--- src/rtl/mips_pkg.sv ---
// Shared types and constants for the MIPS pipeline memory port arbiter.
package mips_pkg;

   typedef enum logic [1:0] {
      IDLE = 2'd0,
      BUSY = 2'd1,
      DONE = 2'd2
   } arb_state_t;

   localparam logic OWNER_IF   = 1'b0;
   localparam logic OWNER_DATA = 1'b1;

   localparam int MEM_LATENCY_DEFAULT = 2;

endpackage

--- src/rtl/sat_counter.sv ---
// Width-parameterised up-counter that holds at all-ones; used for stall statistics.
module sat_counter #(
   parameter int WIDTH = 32
) (
   input  logic             clk,
   input  logic             rst,
   input  logic             en,
   output logic [WIDTH-1:0] count
);

   always_ff @(posedge clk or posedge rst) begin
      if (rst)
         count <= '0;
      else if (en && (count != {WIDTH{1'b1}}))
         count <= count + WIDTH'(1);
   end

endmodule

--- src/rtl/mem_port_arbiter.sv ---
// Arbitrates the unified single-ported memory between IF fetches and MEM-stage accesses.
// Optional stall counters are built when ARB_PERF_CNT_EN is defined.
//
// state | meaning
// IDLE  | free; grants DATA first, then IF, driving the memory strobe this cycle
// BUSY  | read in flight; cnt counts cycles since the accept cycle
// DONE  | owner's Done pulse is high; no grant so a held Req is not re-served
module mem_port_arbiter
   import mips_pkg::*;
#(
   parameter int ADDR_W      = 32,
   parameter int DATA_W      = 32,
   parameter int MEM_LATENCY = MEM_LATENCY_DEFAULT
) (
   input  logic              Clk,
   input  logic              Reset,
   input  logic              IFReq,
   input  logic [ADDR_W-1:0] IFAddr,
   input  logic              IFKill,
   output logic [DATA_W-1:0] IFRData,
   output logic              IFDone,
   output logic              IFStall,
   input  logic              DataReq,
   input  logic              DataWe,
   input  logic [ADDR_W-1:0] DataAddr,
   input  logic [DATA_W-1:0] DataWData,
   output logic [DATA_W-1:0] DataRData,
   output logic              DataDone,
   output logic              DataStall,
   output logic              MemReq,
   output logic              MemWe,
   output logic [ADDR_W-1:0] MemAddr,
   output logic [DATA_W-1:0] MemWData,
`ifdef ARB_PERF_CNT_EN
   output logic [31:0]       IFStallCount,
   output logic [31:0]       DataStallCount,
`endif
   input  logic [DATA_W-1:0] MemRData
);

   localparam int CNT_W = $clog2(MEM_LATENCY + 1);
   localparam logic [CNT_W-1:0] CNT_LAST = CNT_W'(MEM_LATENCY);

   arb_state_t       state;
   logic             owner;
   logic             killed;
   logic [CNT_W-1:0] cnt;
   logic             grant_data;
   logic             grant_if;

   // Grants only exist in IDLE and are held off while reset is asserted.
   assign grant_data = !Reset && (state == IDLE) && DataReq;
   assign grant_if   = !Reset && (state == IDLE) && !DataReq && IFReq && !IFKill;

   assign MemReq    = grant_data | grant_if;
   assign MemWe     = grant_data & DataWe;
   assign MemAddr   = grant_data ? DataAddr : (grant_if ? IFAddr : '0);
   assign MemWData  = grant_data ? DataWData : '0;

   assign IFStall   = IFReq & ~IFDone;
   assign DataStall = DataReq & ~DataDone;

   always_ff @(posedge Clk or posedge Reset) begin
      if (Reset) begin
         state     <= IDLE;
         owner     <= OWNER_IF;
         killed    <= 1'b0;
         cnt       <= '0;
         IFRData   <= '0;
         DataRData <= '0;
         IFDone    <= 1'b0;
         DataDone  <= 1'b0;
      end else begin
         IFDone   <= 1'b0;
         DataDone <= 1'b0;
         unique case (state)
            IDLE: begin
               killed <= 1'b0;
               if (grant_data) begin
                  owner <= OWNER_DATA;
                  if (DataWe) begin
                     state    <= DONE;
                     DataDone <= 1'b1;
                  end else begin
                     cnt   <= CNT_W'(1);
                     state <= BUSY;
                  end
               end else if (grant_if) begin
                  owner <= OWNER_IF;
                  cnt   <= CNT_W'(1);
                  state <= BUSY;
               end
            end
            BUSY: begin
               if ((owner == OWNER_IF) && IFKill)
                  killed <= 1'b1;
               if (cnt == CNT_LAST) begin
                  state <= DONE;
                  if (owner == OWNER_DATA) begin
                     DataRData <= MemRData;
                     DataDone  <= 1'b1;
                  end else if (!(killed || IFKill)) begin
                     // a kill landing on the capture cycle still suppresses the fetch
                     IFRData <= MemRData;
                     IFDone  <= 1'b1;
                  end
               end else begin
                  cnt <= cnt + CNT_W'(1);
               end
            end
            DONE: begin
               if ((owner == OWNER_IF) && IFKill)
                  killed <= 1'b1;
               state <= IDLE;
            end
            default: state <= IDLE;
         endcase
      end
   end

`ifdef ARB_PERF_CNT_EN
   sat_counter #(.WIDTH(32)) u_if_stall_cnt (
      .clk   (Clk),
      .rst   (Reset),
      .en    (IFStall),
      .count (IFStallCount)
   );

   sat_counter #(.WIDTH(32)) u_data_stall_cnt (
      .clk   (Clk),
      .rst   (Reset),
      .en    (DataStall),
      .count (DataStallCount)
   );
`endif

endmodule

--- config.mk ---
export PLATFORM = sky130hd
export DESIGN_NAME = mem_port_arbiter
export DESIGN_NICKNAME = d
export VERILOG_FILES = /design/src/rtl/mips_pkg.sv /design/src/rtl/sat_counter.sv /design/src/rtl/mem_port_arbiter.sv
export SDC_FILE = /design/constraint.sdc
export NUM_CORES = 1
export LEC_CHECK = 0
export ABC_AREA = 1
export CAP_MARGIN = 20
export CORE_MARGIN = 8
export CORE_UTILIZATION = 32
export CTS_CLUSTER_SIZE = 16
export DETAILED_ROUTE_END_ITERATION = 6
export PLACE_DENSITY = 0.86
export SYNTH_ARGS = -nofsm -noshare
export SYNTH_HDL_FRONTEND = slang
export SYNTH_SLANG_ARGS = --single-unit
export TNS_END_PERCENT = 30
--- constraint.sdc ---
create_clock -name Clk -period 5.3 [get_ports Clk]
set_input_delay 1.59 -clock Clk [delete_from_list [all_inputs] [get_ports Clk]]
set_output_delay 1.59 -clock Clk [all_outputs]
set_load 0.1 [all_outputs]
Word level (Yosys, flattened, before mapping)
Cells that the tools add are included.
W data, S select, Z words.
{"block": "word_totals", "ff_bits": 72, "latch_bits": 0, "ram_bits": 0, "romBits": 0, "inputBits": 134, "wordCells": 71, "n_memories": 0}
{"block": "op_classes", "addsub": 1, "n_mul": 0, "n_div": 0, "order_cmp": 0, "n_eq_ne": 8, "shifts": 0, "mux": 25, "bitwise_logic": 8, "reduce_logical": 21}
{"operator": "$mux W32", "n": 3}
{"operator": "$mux W2", "n": 7}
{"operator": "$mux W1", "n": 11}
{"operator": "$pmux W2 S2", "n": 2}
{"operator": "$reduce_and A4 Y1", "n": 2}
{"operator": "$logic_and A1 B1 Y1", "n": 6}
{"operator": "$ne A3 B3 Y1 const B", "n": 2}
{"operator": "$reduce_and A2 Y1", "n": 3}
{"operator": "$reduce_bool A2 Y1", "n": 3}
{"operator": "$eq A2 B2 Y1 const B", "n": 2}
{"operator": "$ne A2 B2 Y1 const B", "n": 2}
{"operator": "$not A1 Y1", "n": 4}
{"operator": "$pmux W1 S2", "n": 2}
{"operator": "$and A1 B1 Y1", "n": 3}
{"operator": "$logic_not A1 Y1", "n": 3}
{"operator": "$reduce_and A3 Y1", "n": 1}
{"operator": "$add A2 B1 Y2 const B", "n": 1}
{"operator": "$eq A2 B1 Y1 const B", "n": 1}
{"operator": "$logic_not A2 Y1", "n": 1}
{"operator": "$ne A2 B1 Y1 const B", "n": 1}
{"operator": "$reduce_or A2 Y1", "n": 1}
{"operator": "$logic_or A1 B1 Y1", "n": 1}
{"operator": "$or A1 B1 Y1", "n": 1}

Depth between registers and ports, before layout
{"block": "depth", "word_depth": 8, "depth_mapped": 10}

Worst setup path before layout
OpenSTA, ideal clock, no wires.
{"block": "synth_path", "path_type": "input to output", "startpoint": "in Reset", "endpoint": "out MemWData[0]", "t_arrival_ps": 5083, "path_slack_ps": -1373, "cell_stages": 4, "path_buffers": 1, "cell_sequence": "inv_1 -> nand3_1 -> buf_2 -> nor2_1"}
{"block": "synth_via", "elab_chain_len": 4}
{"element": "from (decl)", "line": "mem_port_arbiter.sv:16", "source": "input logic Reset,"}
{"element": "$logic_not A1 Y1 (no source line)"}
{"element": "$logic_and A1 B1 Y1 (2 in series)", "line": "mem_port_arbiter.sv:52", "source": "assign grant_data = !Reset && (state == IDLE) && DataReq;"}
{"element": "$mux W32", "line": "mem_port_arbiter.sv:58", "source": "assign MemWData = grant_data ? DataWData : '0;"}
{"element": "to (decl)", "line": "mem_port_arbiter.sv:33", "source": "output logic [DATA_W-1:0] MemWData,"}
Every way passes these cells.

Worst setup path after layout
{"block": "layout_path", "startpoint": "in IFReq", "endpoint": "out MemAddr[23]"}
{"block": "layout_via", "elab_chain_len": 4}
{"element": "from (decl)", "line": "mem_port_arbiter.sv:17", "source": "input logic IFReq,"}
{"element": "$logic_and A1 B1 Y1 (2 in series)", "line": "mem_port_arbiter.sv:53", "source": "assign grant_if = !Reset && (state == IDLE) && !DataReq && IFReq && !IFKill;"}
{"element": "$mux W32 (2 in series)", "line": "mem_port_arbiter.sv:57", "source": "assign MemAddr = grant_data ? DataAddr : (grant_if ? IFAddr : '0);"}
{"element": "to (decl)", "line": "mem_port_arbiter.sv:32", "source": "output logic [ADDR_W-1:0] MemAddr,"}
Every way passes these cells.

==> summary.log <==
qor: cts.worst_skew_pair.late_latency 0.32 ns
qor: cts.cts_max_level 3
qor: sta.slew_at_the_pin_closest_to_its_max_slew_limit 1.03 ns
qor: routing.drc_errors 0
qor: synthesis.netlist.top_cell.by_area sky130_fd_sc_hd__dfrtp_1
qor: synthesis.mapped_avg_cell_area 7.94 um2
qor: cts.clock_tree.buffer_depth 2
qor: synthesis.cell_variety_after_synth 18
qor: floorplanning.fp.dieW 125 um
qor: cts.cts.hold.buffers_added 0
qor: floorplanning.num_io_pins 268
qor: layout.seq_area 1800 um2
qor: routing.wl_per_cell 17.7 um
qor: sta.grt_setup_unrepaired no
qor: place.dpl-instance-area 7300 um2
qor: routing.iteration_0_drc_count_of_the_detailed_router 217
qor: global_routing.globalRouteOverflowTotal 0
qor: global_routing.first_global_vias 4036
qor: global_routing.global_route_wire_length_before_repair 24.0 mm
qor: synthesis.cell_types_occupying_the_most_area_after_synthesis sky130_fd_sc_hd__dfrtp_1, sky130_fd_sc_hd__inv_1, sky130_fd_sc_hd__nand2_1
qor: layout.antenna_cells_inserted 0
qor: routing.dr.pass1.iters 5
qor: job.maxCapViolations 0
qor: layout.stdcell_count 883
qor: routing.postRouteAntennaNets 0
qor: sta.fmaxAchievable 205 MHz
qor: layout.multi_input_area 1480 um2
qor: place.numPortBuffers 267
qor: min_path.worstHoldPathType reg2reg
qor: setup_path.reg2reg_setup_slack 3.22 ns
qor: setup_path.cp_data_arrival_time 3.29 ns
qor: routing.routed_via_density 4.50
qor: cts.root_buffer sky130_fd_sc_hd__clkbuf_16
qor: global_routing.grtUsageTotal 19.7%
qor: synthesis.synth_ff_type sky130_fd_sc_hd__dfrtp_1
qor: pwr.leakage 3.64 nW
qor: pwr.power_density 658 nW/um2
qor: place.hpwl 12.9 mm
qor: global_routing.grt_start_max_net_pins 66
qor: synthesis.synth.net_count 613
qor: setup_path.worst-setup-path-type in2out
qor: place.pre_cts_ws 0.435 ns
qor: setup_path.worst_path_dominant_cell_family buffers and inverters
qor: setup_path.critical_path.cell_chain clkdlybuf4s50_1 > inv_1 > nor2_1 > nand3_4 > buf_12 > o21ai_2 > buf_12
qor: synthesis.post_synth_edffs 0
qor: sta.finClkSkew 0.00892 ns
qor: floorplanning.die_y 125 um
qor: setup_path.path_common_cell sky130_fd_sc_hd__buf_12
qor: layout.synthToLayoutAreaGrowth 103%
qor: routing.totalWireLength 15.7 mm
qor: pwr.vdd_ir_drop_max 0.000612 V
qor: pwr.design_power_total 5.04 mW
qor: sta.final-max-slew-violation-count 0
qor: synthesis.yosysWarningCount 0
qor: cts.cts_tree built
qor: setup_path.worst-endpoint-required 3.71 ns
qor: synthesis.postSynthCellCount 476
qor: layout.finalCoreUtilization 66.9%
qor: sta.final_worst_path_setup_slack 0.424 ns
qor: synthesis.synth_commonest_cells sky130_fd_sc_hd__inv_1, sky130_fd_sc_hd__nand2_1, sky130_fd_sc_hd__dfrtp_1
qor: place.place.detailed.instances 866
qor: sta.finalWorstPathRequiredPeriod 4.88 ns
qor: cts.sink_count 72
qor: routing.total_via_count_after_detailed_routing 3972
qor: setup_path.crit_path_max_fanout 19
qor: floorplanning.dieArea 15500 um2
qor: synthesis.postSynth.asyncResetShare 100%
qor: sta.final.hold.worst_slack 0.478 ns
qor: sta.finalHoldViolCount 0
qor: cts.cts_repair_resize_count 0
qor: global_routing.antenna_found_initial 0
qor: synthesis.yosysSeqAreaShare 47.7%
qor: cts.clkTransAtPathRegs 0.06 ns
qor: setup_path.critPathCaptureType primary output
qor: place.gp_congestion 0.813
qor: cts.tritoncts.num_buffers 9
qor: setup_path.cp.buffers_inverters 4
qor: layout.final_area 7670 um2
qor: synthesis.yosys.cell_count.top_type sky130_fd_sc_hd__inv_1
qor: setup_path.crit_path_start_kind input pin
qor: sta.finalSetupViolCount 0
qor: floorplanning.core 11500 um2
qor: sta.final_period_util 92.0%
qor: sta.finalSetupTns 0 ns
qor: floorplanning.placement_rows 39
qor: sta.timing.slew.headroom 30.8%
qor: layout.final_nets 872
qor: layout.nFillCells 864
qor: setup_path.critical_path.slowest_cell sky130_fd_sc_hd__clkdlybuf4s50_1
qor: floorplanning.initial_core_util 33.0%
qor: synthesis.synth-seq-cells 72
qor: cts.post-cts-setup-buffers 0
qor: synthesis.syn-cell-area 3780 um2
qor: layout.drive_gt1_share 21.8%
qor: outcome.run_status finished, final reports clean
qor: synthesis.synthDominantCellAreaShare 47.7%
qor: setup_path.critPathMaxStageDelay 0.45 ns
metal layers:
metal  up-vias  track usage (%)  share of wire, %  wire length [um]
met1      1802             21.3                38              5920
met2       178             35.1                51              8020
met4         0             5.88               2.2               340
li1       1970                -                 -                 -
met5         -                0                 0                 0
met3        22             6.85               8.8              1380
final timing paths:
check | start | to | cells after the start
max in group asynchronous | Reset | IFRData[19] | 3
min in group asynchronous | Reset | state[1] | 3
hold reg to reg | state[1] | state[1] | 2
setup reg to reg | state[1] | IFRData[31] | 8
setup / recovery | IFReq | MemAddr[23] | 7
hold / removal | state[1] | state[1] | 2
cell usage in the layout, fill, tap and decap left out:
cell / instances
sky130_fd_sc_hd__clkinv_4: 2
sky130_fd_sc_hd__clkbuf_16: 9
sky130_fd_sc_hd__nand3_2: 2
sky130_fd_sc_hd__nor2_8: 1
sky130_fd_sc_hd__nand4_1: 1
sky130_fd_sc_hd__clkdlybuf4s50_1: 199
sky130_fd_sc_hd__ha_1: 3
sky130_fd_sc_hd__bufinv_16: 3
sky130_fd_sc_hd__nand3_1: 37
sky130_fd_sc_hd__nor2_4: 9
sky130_fd_sc_hd__inv_1: 108
sky130_fd_sc_hd__nand3_4: 1
sky130_fd_sc_hd__inv_2: 2
sky130_fd_sc_hd__o21ai_1: 44
sky130_fd_sc_hd__buf_12: 70
sky130_fd_sc_hd__nor2_2: 21
sky130_fd_sc_hd__clkinvlp_4: 1
sky130_fd_sc_hd__inv_6: 2
sky130_fd_sc_hd__o21ai_0: 26
sky130_fd_sc_hd__nand2_1: 81
sky130_fd_sc_hd__buf_4: 6
sky130_fd_sc_hd__dfrtp_1: 72
sky130_fd_sc_hd__nor2_1: 8
sky130_fd_sc_hd__o21ai_2: 30
sky130_fd_sc_hd__nand2_2: 2
power by group:
part / leakage (nW) / internal, mW / switching [mW] / total, mW
sequential: 0.875 / 0.792 / 0.136 / 0.928
clock: 0.171 / 0.464 / 0.234 / 0.698
combinational: 2.59 / 0.842 / 2.57 / 3.42
logic make-up after synthesis:
logic type	after synthesis	share of synthesized area (%)
AO/OA/AOI/OAI	100	16.2
adder cells (fa/ha/maj)	3	0.993
buffers and inverters	138	16.6
flip-flops	72	47.7
AND/OR/NAND/NOR	163	18.5
worst register-to-register path, stage by stage (launching register included):
cell	delay [ns]
sky130_fd_sc_hd__dfrtp_1	0.37
sky130_fd_sc_hd__inv_1	0.09
sky130_fd_sc_hd__ha_1	0.23
sky130_fd_sc_hd__nand2_1	0.10
sky130_fd_sc_hd__inv_2	0.07
sky130_fd_sc_hd__nand3_2	0.46
sky130_fd_sc_hd__buf_4	0.47
sky130_fd_sc_hd__nand2_1	0.10
sky130_fd_sc_hd__o21ai_0	0.08
area by class of cell:
| class | count | share of cell area, % |
|---|---|---|
| clock buffer | 9 | 2.94 |
| clock inverter | 7 | 1.63 |
| inverter | 111 | 5.48 |
| multi-input combinational | 266 | 19.3 |
| sequential | 72 | 23.5 |
| tap | 143 | 2.33 |
| timing repair buffer | 275 | 44.8 |
sequential cells by signal (all words and copies together) (netlist names):
signal,flops
DataRData,32
cnt,2
state,2
IFDone,1
owner,1
killed,1
DataDone,1
IFRData,32
(Power assumes the default switching activity.)
